`config.mk`:
```
export PLATFORM = sky130hd
export DESIGN_NAME = aes_seq_ctrl
export DESIGN_NICKNAME = d
export VERILOG_FILES = /design/src/rtl/aes_seq_ctrl.sv
export SDC_FILE = /design/constraint.sdc
export NUM_CORES = 1
export LEC_CHECK = 0
export BUFFER_PORTS_ARGS = -buffer_cell sky130_fd_sc_hd__clkbuf_2
export CAP_MARGIN = 5
export CORE_AREA = 2 2 295 297
export CTS_CLUSTER_SIZE = 12
export DETAILED_ROUTE_END_ITERATION = 8
export DIE_AREA = 0 0 297 299
export GPL_TIMING_DRIVEN = 0
export SLEW_MARGIN = 25
export SYNTH_ARGS = -nofsm -noshare
export SYNTH_HDL_FRONTEND = slang
export SYNTH_SLANG_ARGS = --single-unit
```
`constraint.sdc`:
```
create_clock -name clk -period 2.2 [get_ports clk]
set_input_delay 0.33 -clock clk [delete_from_list [all_inputs] [get_ports clk]]
set_output_delay 0.33 -clock clk [all_outputs]
set_load 0.02 [all_outputs]
```
`src/rtl/aes_seq_ctrl.sv`:
```
// Sequencer for one AES-128 operation: key fetch over a req/ack read port,
// core start/wait with timeout, and a one-cycle completion pulse with results.
module aes_seq_ctrl #(
    parameter logic [11:0] TRIG_ADDR = 12'h7C4,
    parameter int          TIMEOUT   = 1024
) (
    input  logic         clk,
    input  logic         nrst,
    input  logic         csr_we,
    input  logic [11:0]  csr_address_wb,
    input  logic [31:0]  csr_wb,
    input  logic         exception_pending,
    input  logic [31:0]  aes_d0_i,
    input  logic [31:0]  aes_d1_i,
    input  logic [31:0]  aes_d2_i,
    input  logic [31:0]  aes_d3_i,
    output logic         mem_req,
    output logic [31:0]  mem_addr,
    input  logic         mem_ack,
    input  logic [31:0]  mem_rdata,
    output logic         core_start,
    output logic [127:0] core_key,
    output logic [127:0] core_data,
    input  logic         core_done,
    input  logic [127:0] core_res,
    output logic         aes_done,
    output logic [31:0]  aes_res0_o,
    output logic [31:0]  aes_res1_o,
    output logic [31:0]  aes_res2_o,
    output logic [31:0]  aes_res3_o,
    output logic         busy,
    output logic         err
);

    typedef enum logic [2:0] {IDLE, FETCH, START, WAIT, DONE} state_t;

    localparam logic [15:0] TLAST = 16'(TIMEOUT - 1);

    state_t             state;
    logic [1:0]         cnt;
    logic [15:0]        tcnt;
    logic [3:0][31:0]   key_words;
    logic               trig;

    assign trig     = csr_we && (csr_address_wb == TRIG_ADDR) && !exception_pending;
    assign busy     = (state != IDLE);
    assign core_key = key_words;

    always_ff @(posedge clk or negedge nrst) begin
        if (!nrst) begin
            state      <= IDLE;
            cnt        <= 2'd0;
            tcnt       <= 16'd0;
            key_words  <= '0;
            mem_req    <= 1'b0;
            mem_addr   <= 32'd0;
            core_start <= 1'b0;
            core_data  <= '0;
            aes_done   <= 1'b0;
            aes_res0_o <= 32'd0;
            aes_res1_o <= 32'd0;
            aes_res2_o <= 32'd0;
            aes_res3_o <= 32'd0;
            err        <= 1'b0;
        end else begin
            core_start <= 1'b0;
            aes_done   <= 1'b0;
            case (state)
                IDLE: begin
                    if (trig) begin
                        mem_addr <= {csr_wb[31:2], 2'b00};
                        mem_req  <= 1'b1;
                        cnt      <= 2'd0;
                        err      <= 1'b0;
                        state    <= FETCH;
                    end
                end
                FETCH: begin
                    if (mem_ack) begin
                        // first word lands in the top lane: lane index is 3-cnt == ~cnt
                        key_words[~cnt] <= mem_rdata;
                        cnt             <= cnt + 2'd1;
                        if (cnt == 2'd3) begin
                            mem_req    <= 1'b0;
                            core_start <= 1'b1;
                            core_data  <= {aes_d0_i, aes_d1_i, aes_d2_i, aes_d3_i};
                            tcnt       <= 16'd0;
                            state      <= START;
                        end else begin
                            mem_addr <= mem_addr + 32'd4;
                        end
                    end
                end
                START: state <= WAIT;
                WAIT: begin
                    // completion takes priority over an expiry in the same cycle
                    if (core_done) begin
                        aes_res0_o <= core_res[127:96];
                        aes_res1_o <= core_res[95:64];
                        aes_res2_o <= core_res[63:32];
                        aes_res3_o <= core_res[31:0];
                        aes_done   <= 1'b1;
                        state      <= DONE;
                    end else if (tcnt == TLAST) begin
                        aes_res0_o <= 32'd0;
                        aes_res1_o <= 32'd0;
                        aes_res2_o <= 32'd0;
                        aes_res3_o <= 32'd0;
                        err        <= 1'b1;
                        aes_done   <= 1'b1;
                        state      <= DONE;
                    end else begin
                        tcnt <= tcnt + 16'd1;
                    end
                end
                DONE:    state <= IDLE;
                default: state <= IDLE;
            endcase
        end
    end

endmodule

```
==> results of run 1 <==
-- cells by family (layout without fill, tap and decap cells) --
logic type      after synthesis  in the layout  share of synthesized area (%)
simple gates                652            652                           15.8
other cells                   1              6                         0.0214
buf+inv                     110           1251                           3.09
fa+ha+maj                     6              6                          0.429
xor+xnor                      5              5                          0.250
compound gates              259            259                           11.4
mux                          98             98                           6.29
flops                       439            439                           62.7
-- cell usage after synthesis (2+ instances only) --
cell type and n:
nand4b_1 2, and3_1 8, xor2_1 5, nand2b_1 2, o21ai_1 2, a21oi_1 35
nor2_1 42, nand3_1 17, a211o_1 2, nand3_2 2, nand4_1 13, or3_1 4
buf_1 7, a22o_1 130, nor4_1 4, o2111ai_1 2, buf_4 3, nor3_4 2
inv_1 14, clkbuf_1 46, ha_1 6, dfrtp_1 439, nand2_1 520, nor3_1 9
o31ai_1 6, o22ai_1 6, a32oi_1 2, o22a_1 14, mux2i_1 2, nor3b_1 2
a2bb2oi_1 6, o211ai_1 2, a31oi_1 8, mux2_2 96, nor4bb_1 3, buf_2 28
and4_1 4, o21ai_2 2, o21ai_0 26, o2bb2a_1 2, a41oi_1 3, and2_1 2
buf_6 11
-- stage by stage --
stage                     utilization, %  total power [mW]  setup slack, ns  cell area [um2]  TNS (ns)
after floorplan                        -              8.46            0.278            17500         0
after global placement              26.4              9.08            -9.73            22700  -4437.63
after detailed placement            26.6              9.11           -0.909            22900   -138.74
after CTS                           32.0              18.2          0.00733            27500         0
after global routing                32.1              18.6          -0.0113            27600   -0.0113
final                               32.1              17.9           0.0839            27600         0
-- cells in the final DEF, fill, tap and decap left out, types with 4 or more instances in the layout --
master         count
clkbuf_2         777
nand2_1          518
dfrtp_1          438
dlygate4sd3_1    287
a22o_1           130
mux2_2            96
clkbuf_16         52
nor2_1            40
clkbuf_1          36
a21oi_1           35
o21ai_0           26
buf_2             25
nand3_1           16
inv_1             14
o22a_1            14
nand4_1           13
buf_6             12
buf_4             11
and3_1             8
nor3_1             8
a31oi_1            8
clkinv_2           8
clkbuf_8           7
o31ai_1            6
o22ai_1            6
a2bb2oi_1          6
ha_1               6
xor2_1             5
buf_16             5
diode_2            4
and4_1             4
clkbuf_4           4
or3_1              4
bufinv_16          4
-- area by class of cell --
| type | count | area [um2] |
|---|---|---|
| Clock buffer | 75 | 1450 |
| Clock inverter | 16 | 201 |
| Inverter | 15 | 58.8 |
| Multi-Input combinational cell | 1022 | 6040 |
| Buffer | 94 | 543 |
| Fill cell | 8758 | 58400 |
| Antenna cell | 4 | 10.0 |
| Timing Repair Buffer | 1051 | 6850 |
| Sequential cell | 439 | 11000 |
| Tap cell | 1155 | 1450 |
-- power groups by stage --
| stage | Sequential (mW) | Clock [mW] | Combinational (mW) |
|---|---|---|---|
| final | 8.18 | 8.52 | 1.21 |
| after floorplan | 8.37 | 0 | 0.0922 |
| after CTS | 8.17 | 8.79 | 1.21 |
| after global routing | 8.18 | 9.14 | 1.30 |
| after detailed placement | 8.32 | 0 | 0.789 |
| after global placement | 8.33 | 0 | 0.756 |
-- worst reg2reg max path, delay by kind of cell (launching register included) --
family                     cells  cell delay (ns)
and+or+nand+nor                3             0.84
AOI/OAI and AO/OA              2             0.39
adders and majority gates      1             0.32
DFF                            1             0.44
-- registers in the layout, indices dropped and copies added, names as in the netlist --
signal and count:
aes_res1_o 32, aes_res3_o 32, aes_done 1, state 3
cnt 2, core_start 1, core_data 128, aes_res2_o 32
aes_res0_o 32, mem_req 1, core_key 128, mem_addr 30
err 1, tcnt 16
-- path summary, 6_finish.rpt --
check | from | to | slack (ns)
min in group asynchronous | nrst | core_data[116] | 0.30
max in group asynchronous | nrst | aes_res0_o[1] | 0.65
worst min-delay path | aes_d1_i[10] | core_data[74] | 0.03
worst max-delay path | mem_addr[2] | mem_addr[22] | 0.08
worst max register to register | mem_addr[2] | mem_addr[22] | 0.08
worst min register to register | core_data[63] | core_data[63] | 0.47
-- metal layers --
metal  track usage, %  share of wire (%)  vias up
met1             16.5                 38     7948
met5                0              0.033        -
li1                 -                  -     7612
met4             8.24                5.6        4
met2             25.8                 49      736
met3             4.21                7.2      190
-- what timing repair did --
item	in CTS	in global routing
hold buffers	285	2
gates resized for setup	24	42
hold endpoints to repair	405	2
pin swaps	2	1
buffers inserted	4	2
setup endpoints to repair	313	213
==> impl_summary.log, run 1 <==
[metrics] Row Count: between 100 and 150
[metrics] proportion of power drawn by combinational gates: roughly 6.8%
[metrics] Overall Global Routing Usage: 14.9%
[metrics] Post-synth EDFFs: 0
[metrics] ys flop type: dfrtp_1
[metrics] Num CTS Buffers: 51
[metrics] Layout Nets: 3018
[metrics] data arrival time of the critical path: 2.60 ns
[metrics] antenna violation net count after detailed routing: 0
[metrics] startpoint-to-endpoint class of the critical path: reg2reg
[metrics] CP endpoint kind: register
[metrics] RePlAce Congestion: 0.852
[metrics] H-tree depth: 2
[metrics] count of pins over their slew limit: 0
[metrics] maximum single-stage delay on the critical path: 0.46 ns
[metrics] input/output buffers: ~750
[metrics] cells along the critical path: ha_1, nand2_1, nor3_2, nand4_1, o22a_1, o22a_1
[metrics] DP Cell Count: approximately 3.5k
[metrics] final std cells w/o fill: 3871
[metrics] DRC violation count after routing: 0
[metrics] Final Routed Wirelength: between 60 and 70 mm
[metrics] die extent in y: between 200 and 300 um
[metrics] gate count after technology mapping: 1570
[metrics] Synth async-reset ratio: between 90% and 100%
[metrics] kind of start point of the critical path: register
[metrics] Final Hold Violating Endpoints: 0
[metrics] top fanout value on the critical path: 7
[metrics] final setup violation count: 0
[metrics] buffer type at the clock tree root: clkbuf_16
[metrics] design internal power: roughly 14 mW
[metrics] sequential share of the synthesized area: 62.7%
[metrics] horizontal extent of the die: 297 um
[metrics] crit-path leading delay family: simple AND/OR/NAND/NOR gates
[metrics] time the final worst path needs with I/O delays and setup: between 2 and 2.5 ns
[metrics] area of the mapped netlist: 17500 um2
[metrics] Initial Utilization: a little over 20%
[metrics] Routed WL per cell: approximately 18 um
[metrics] vias per std cell: between 4 and 5
[metrics] warning count from the yosys run: 0
[metrics] total buffers and inverters traversed by the critical path: 0
[metrics] Clock transition at path regs: roughly 0.06 ns
[metrics] final worst clock skew: 0.0218 ns
[metrics] number of maximum-capacitance constraint violations: 0
[metrics] RSZ-0062 raised after global routing: yes
[metrics] worst slack on hold paths: 0.0335 ns
[metrics] net switching power: just over 4 mW
[metrics] slew at the pin closest to its max-slew limit: approximately 0.68 ns
[metrics] largest voltage drop on the vdd net: about 500 uV
[metrics] clock share of power: roughly 48%
[metrics] class of the most critical hold timing path: in2reg
[metrics] relative area change from synthesis to final layout: 57.5%
[metrics] Leakage: 15.0 nW
[metrics] highest clock frequency the design can meet: roughly 0.47 GHz
[metrics] fraction of final layout cells sized beyond drive strength 1: between 30% and 40%
[metrics] outcome: complete, no violations
[metrics] CTS tree: done
[metrics] cell with the most instances on the worst path: o22a_1
[metrics] Sequential Power Share: around 46%
[metrics] relative max-transition margin: between 50% and 60%
[metrics] number of cells on the critical path: 6
[metrics] path depth of the worst reg2reg path: 6
[metrics] power density of the placed cells: 649 nW/um2
[metrics] number of global-route vias before repair: ~17k
[metrics] count of cell types in the netlist: between 70 and 80
[metrics] initial antenna violation count: 9
[metrics] proportion of netlist area held by the largest area contributor: 62.7%
[metrics] latest clock arrival within the worst-skew pair: about 0.60 ns
[metrics] drt initial violations: just under 1k
[metrics] number of iterations in the first detailed-routing pass: 5
[metrics] Final HPWL DP: roughly 50 mm
[metrics] grt ovf: 0
[metrics] Top Ports: around 760
[metrics] fin crit share: a little over nine tenths
[metrics] Data required, critical path: approximately 2.7 ns
[metrics] cells taking the most area after synthesis: dfrtp_1 (63%), nand2_1 (11%), a22o_1 (6.5%)
[metrics] post-synthesis sequential element count: 439
[metrics] cell accounting for the most synthesized area: dfrtp_1
[metrics] cell with the biggest individual delay on the critical path: nor3_2
[metrics] Num Clock Sinks: 439
[metrics] total vias in the final route: about 16k
[metrics] maximum number of pins on one net before global-route repair: 82
[metrics] Core Footprint: about 86000 um2
[metrics] Hold Path Depth: 3
[metrics] number of buffers on the longest clock path: 3
[metrics] first-pass GRT wire length: around 100 mm
[metrics] Post-Synthesis Mean Instance Area: between 10 and 15 um2
[metrics] net switching share of the total power: between 20% and 30%
[metrics] die footprint: approximately 90000 um2
No activity file was read; power rests on OpenSTA's default activity.
==> run 2, diff against run 1 <==
Settings changed: PLACE_DENSITY_LB_ADDON set to 0.12.
==> run 2 against run 1 <==
Count of clock-buffer cells in the layout rose by 2. Flip-flop and latch count did not move. Sequential power barely moved. Clock skew is 0.0039 ns higher. Via count is 1.9% lower. Setup slack better by 0.039 ns. First-iteration DRC count down 26%. Clock power is 8.7% higher. Combinational power about the same. Non-clock buffer count increased by 14. Sequential share of layout area fell by 0.45 points.
==> impl_summary.log, run 2 (same netlist as run 1, synthesis figures left out) <==
[metrics] fraction of final layout cells sized beyond drive strength 1: 38.4% (+0.28 points)
[metrics] drt initial violations: 732 (-26%)
[metrics] maximum number of pins on one net before global-route repair: 78 (-4.9%)
[metrics] CP endpoint kind: register
[metrics] die footprint: 88800 um2 (unchanged)
[metrics] DRC violation count after routing: 0 (unchanged)
[metrics] most common cell after layout, fill and taps aside: clkbuf_2
[metrics] final worst clock skew: 0.0257 ns (+0.00394 ns)
[metrics] first-pass GRT wire length: 106 mm (+3.4%)
[metrics] number of filler cells placed in the layout: 9040 (+3.2%)
[metrics] antenna violation net count after detailed routing: 0 (unchanged)
[metrics] buffer type at the clock tree root: clkbuf_16
[metrics] relative max-transition margin: 57.9% (+3.3 points)
[metrics] Final HPWL DP: 52.3 mm (+5.3%)
[metrics] final std cells w/o fill: 3891 (+0.52%)
[metrics] input/output buffers: 753 (unchanged)
[metrics] initial antenna violation count: 5 (-4)
[metrics] Final Routed Wirelength: 69.6 mm (+1.2%)
[metrics] horizontal extent of the die: 297 um (unchanged)
[metrics] vias per std cell: 4.16 (-2.4%)
[metrics] grt ovf: 0 (unchanged)
[metrics] die extent in y: 299 um (unchanged)
[metrics] final setup violation count: 0 (unchanged)
[metrics] start point of the critical path: tcnt[13]
[metrics] Num CTS Buffers: 54 (+5.9%)
[metrics] total vias in the final route: 16.2k (-1.9%)
[metrics] data arrival time of the critical path: 2.56 ns (-0.04 ns)
[metrics] overall power: 18.6 mW (+4.1%)
[metrics] H-tree depth: 2 (unchanged)
[metrics] Routed WL per cell: 17.9 um (+0.69%)
[metrics] highest clock frequency the design can meet: 0.481 GHz (+1.9%)
[metrics] Final Hold Violating Endpoints: 0 (unchanged)
[metrics] Top Ports: 759 (unchanged)
[metrics] end point of the critical path: aes_res0_o[0]
[metrics] relative area change from synthesis to final layout: 59.3%
[metrics] path depth of the worst reg2reg path: 7 (+1)
[metrics] top fanout value on the critical path: 10 (+3)
[metrics] worst slack on hold paths: 0.0455 ns (+0.0121 ns)
[metrics] largest voltage drop on the vdd net: 441 uV (-12%)
[metrics] number of global-route vias before repair: 17.2k (+0.45%)
[metrics] count of pins over their slew limit: 0 (unchanged)
[metrics] number of maximum-capacitance constraint violations: 0 (unchanged)
[metrics] class of the most critical hold timing path: in2reg
[metrics] Data required, critical path: 2.68 ns (about the same)
[metrics] kind of start point of the critical path: register
[metrics] Row Count: 108 (unchanged)
[metrics] DP Cell Count: 3485 (+0.029%)
[metrics] Overall Global Routing Usage: 15.2% (+0.36 points)
[metrics] worst reg2reg setup slack: 0.12 ns (+0.04 ns)
[metrics] endpoint of the worst register-to-register path: aes_res0_o[0]
[metrics] beginning of the worst register-to-register path: tcnt[13]
[metrics] latest clock arrival within the worst-skew pair: 0.60 ns (about the same)
[metrics] Clock transition at path regs: 0.07 ns (about the same)
[metrics] CTS tree: done
[metrics] Leakage: 15.2 nW (+1.2%)
[metrics] Layout Nets: 3035 (+0.56%)
[metrics] slew at the pin closest to its max-slew limit: 0.626 ns (-0.0498 ns)
[metrics] power density of the placed cells: 668 nW/um2 (+2.9%)
[metrics] most frequent cells in the layout: clkbuf_2 (777), nand2_1 (519), dfrtp_1 (439)
[metrics] Core Footprint: 85900 um2 (unchanged)
[metrics] Num Clock Sinks: 439 (unchanged)
[metrics] outcome: complete, no violations
[metrics] number of iterations in the first detailed-routing pass: 4 (-1)
[metrics] Initial Utilization: 20.4% (unchanged)
[metrics] fin crit share: 94.4% (-1.8 points)
[metrics] Total Negative Setup Slacks: 0 ns (unchanged)
[metrics] RePlAce Congestion: 0.835 (-2.0%)
[metrics] number of buffers on the longest clock path: 3 (unchanged)
[metrics] time the final worst path needs with I/O delays and setup: 2.08 ns (-0.0388 ns)
[metrics] startpoint-to-endpoint class of the critical path: reg2reg
run 2: worst min path at each step:
stage,cells after the start,start,endpoint,slack [ns]
global route,3,csr_wb[21],mem_addr[21],0.06
floorplan,0,nrst,aes_done,0.03
detailed placement,1,nrst,core_data[18],0.36
global placement,2,core_data[67],core_data[67],0.46
CTS,3,csr_wb[21],mem_addr[21],0.003
finish,3,csr_wb[21],mem_addr[21],0.05
run 2: area by class of cell:
type	instances	area [um2]	area share [%]
buffer	95	533	1.91
sequential	439	11000	39.4
clock buffer	77	1550	5.55
multi-input combinational	1022	6060	21.7
timing repair buffer	1064	6970	25.0
inverter	15	61.3	0.220
antenna	2	5.00	0.0179
tap	1155	1450	5.18
clock inverter	22	287	1.03
run 2: where the power goes:
part	switching [mW]	internal (mW)
sequential	0.0554	8.12
clock	3.67	5.58
combinational	0.531	0.671
total	4.26	14.4
run 2: stage by stage:
stage          utilization (%)  area [um2]  setup slack, ns
2_1_floorplan                -       17500            0.278
3_3_place_gp              26.4       22700            -9.95
3_5_place_dp              26.6       22900            -1.06
4_1_cts                   32.3       27800          0.00367
5_1_grt                   32.5       27900         -0.00109
6_report                  32.5       27900            0.123
run 2: per-layer routing:
metal  routed length [um]  share of wire (%)  vias up  global-route usage [%]
met1                27800                 40     7838                    17.8
li1                     -                  -     7639                       -
met4                 2020                2.9        2                    4.92
met2                34900                 50      590                    26.9
met3                 4790                6.9      106                    4.32
met5                    8              0.011        -                       0
run 2: what timing repair did:
| item | in CTS | in global routing |
|---|---|---|
| hold buffers | 295 | 0 |
| pin swaps | 1 | 4 |
| setup buffers | 1 | 9 |
| endpoints found under the setup margin | 306 | 211 |
| endpoints found under the hold margin | 434 | 0 |
| cloned | 0 | 0 |
| gates resized for setup | 23 | 45 |
run 2: worst max-delay path, stage by stage, from the launching register on:
cell and delay [ns]:
dfrtp_1 0.41, nor4_2 0.34, nand2_1 0.16, nor3_4 0.27
o21ai_2 0.15, buf_6 0.20, buf_6 0.17, a22o_1 0.24
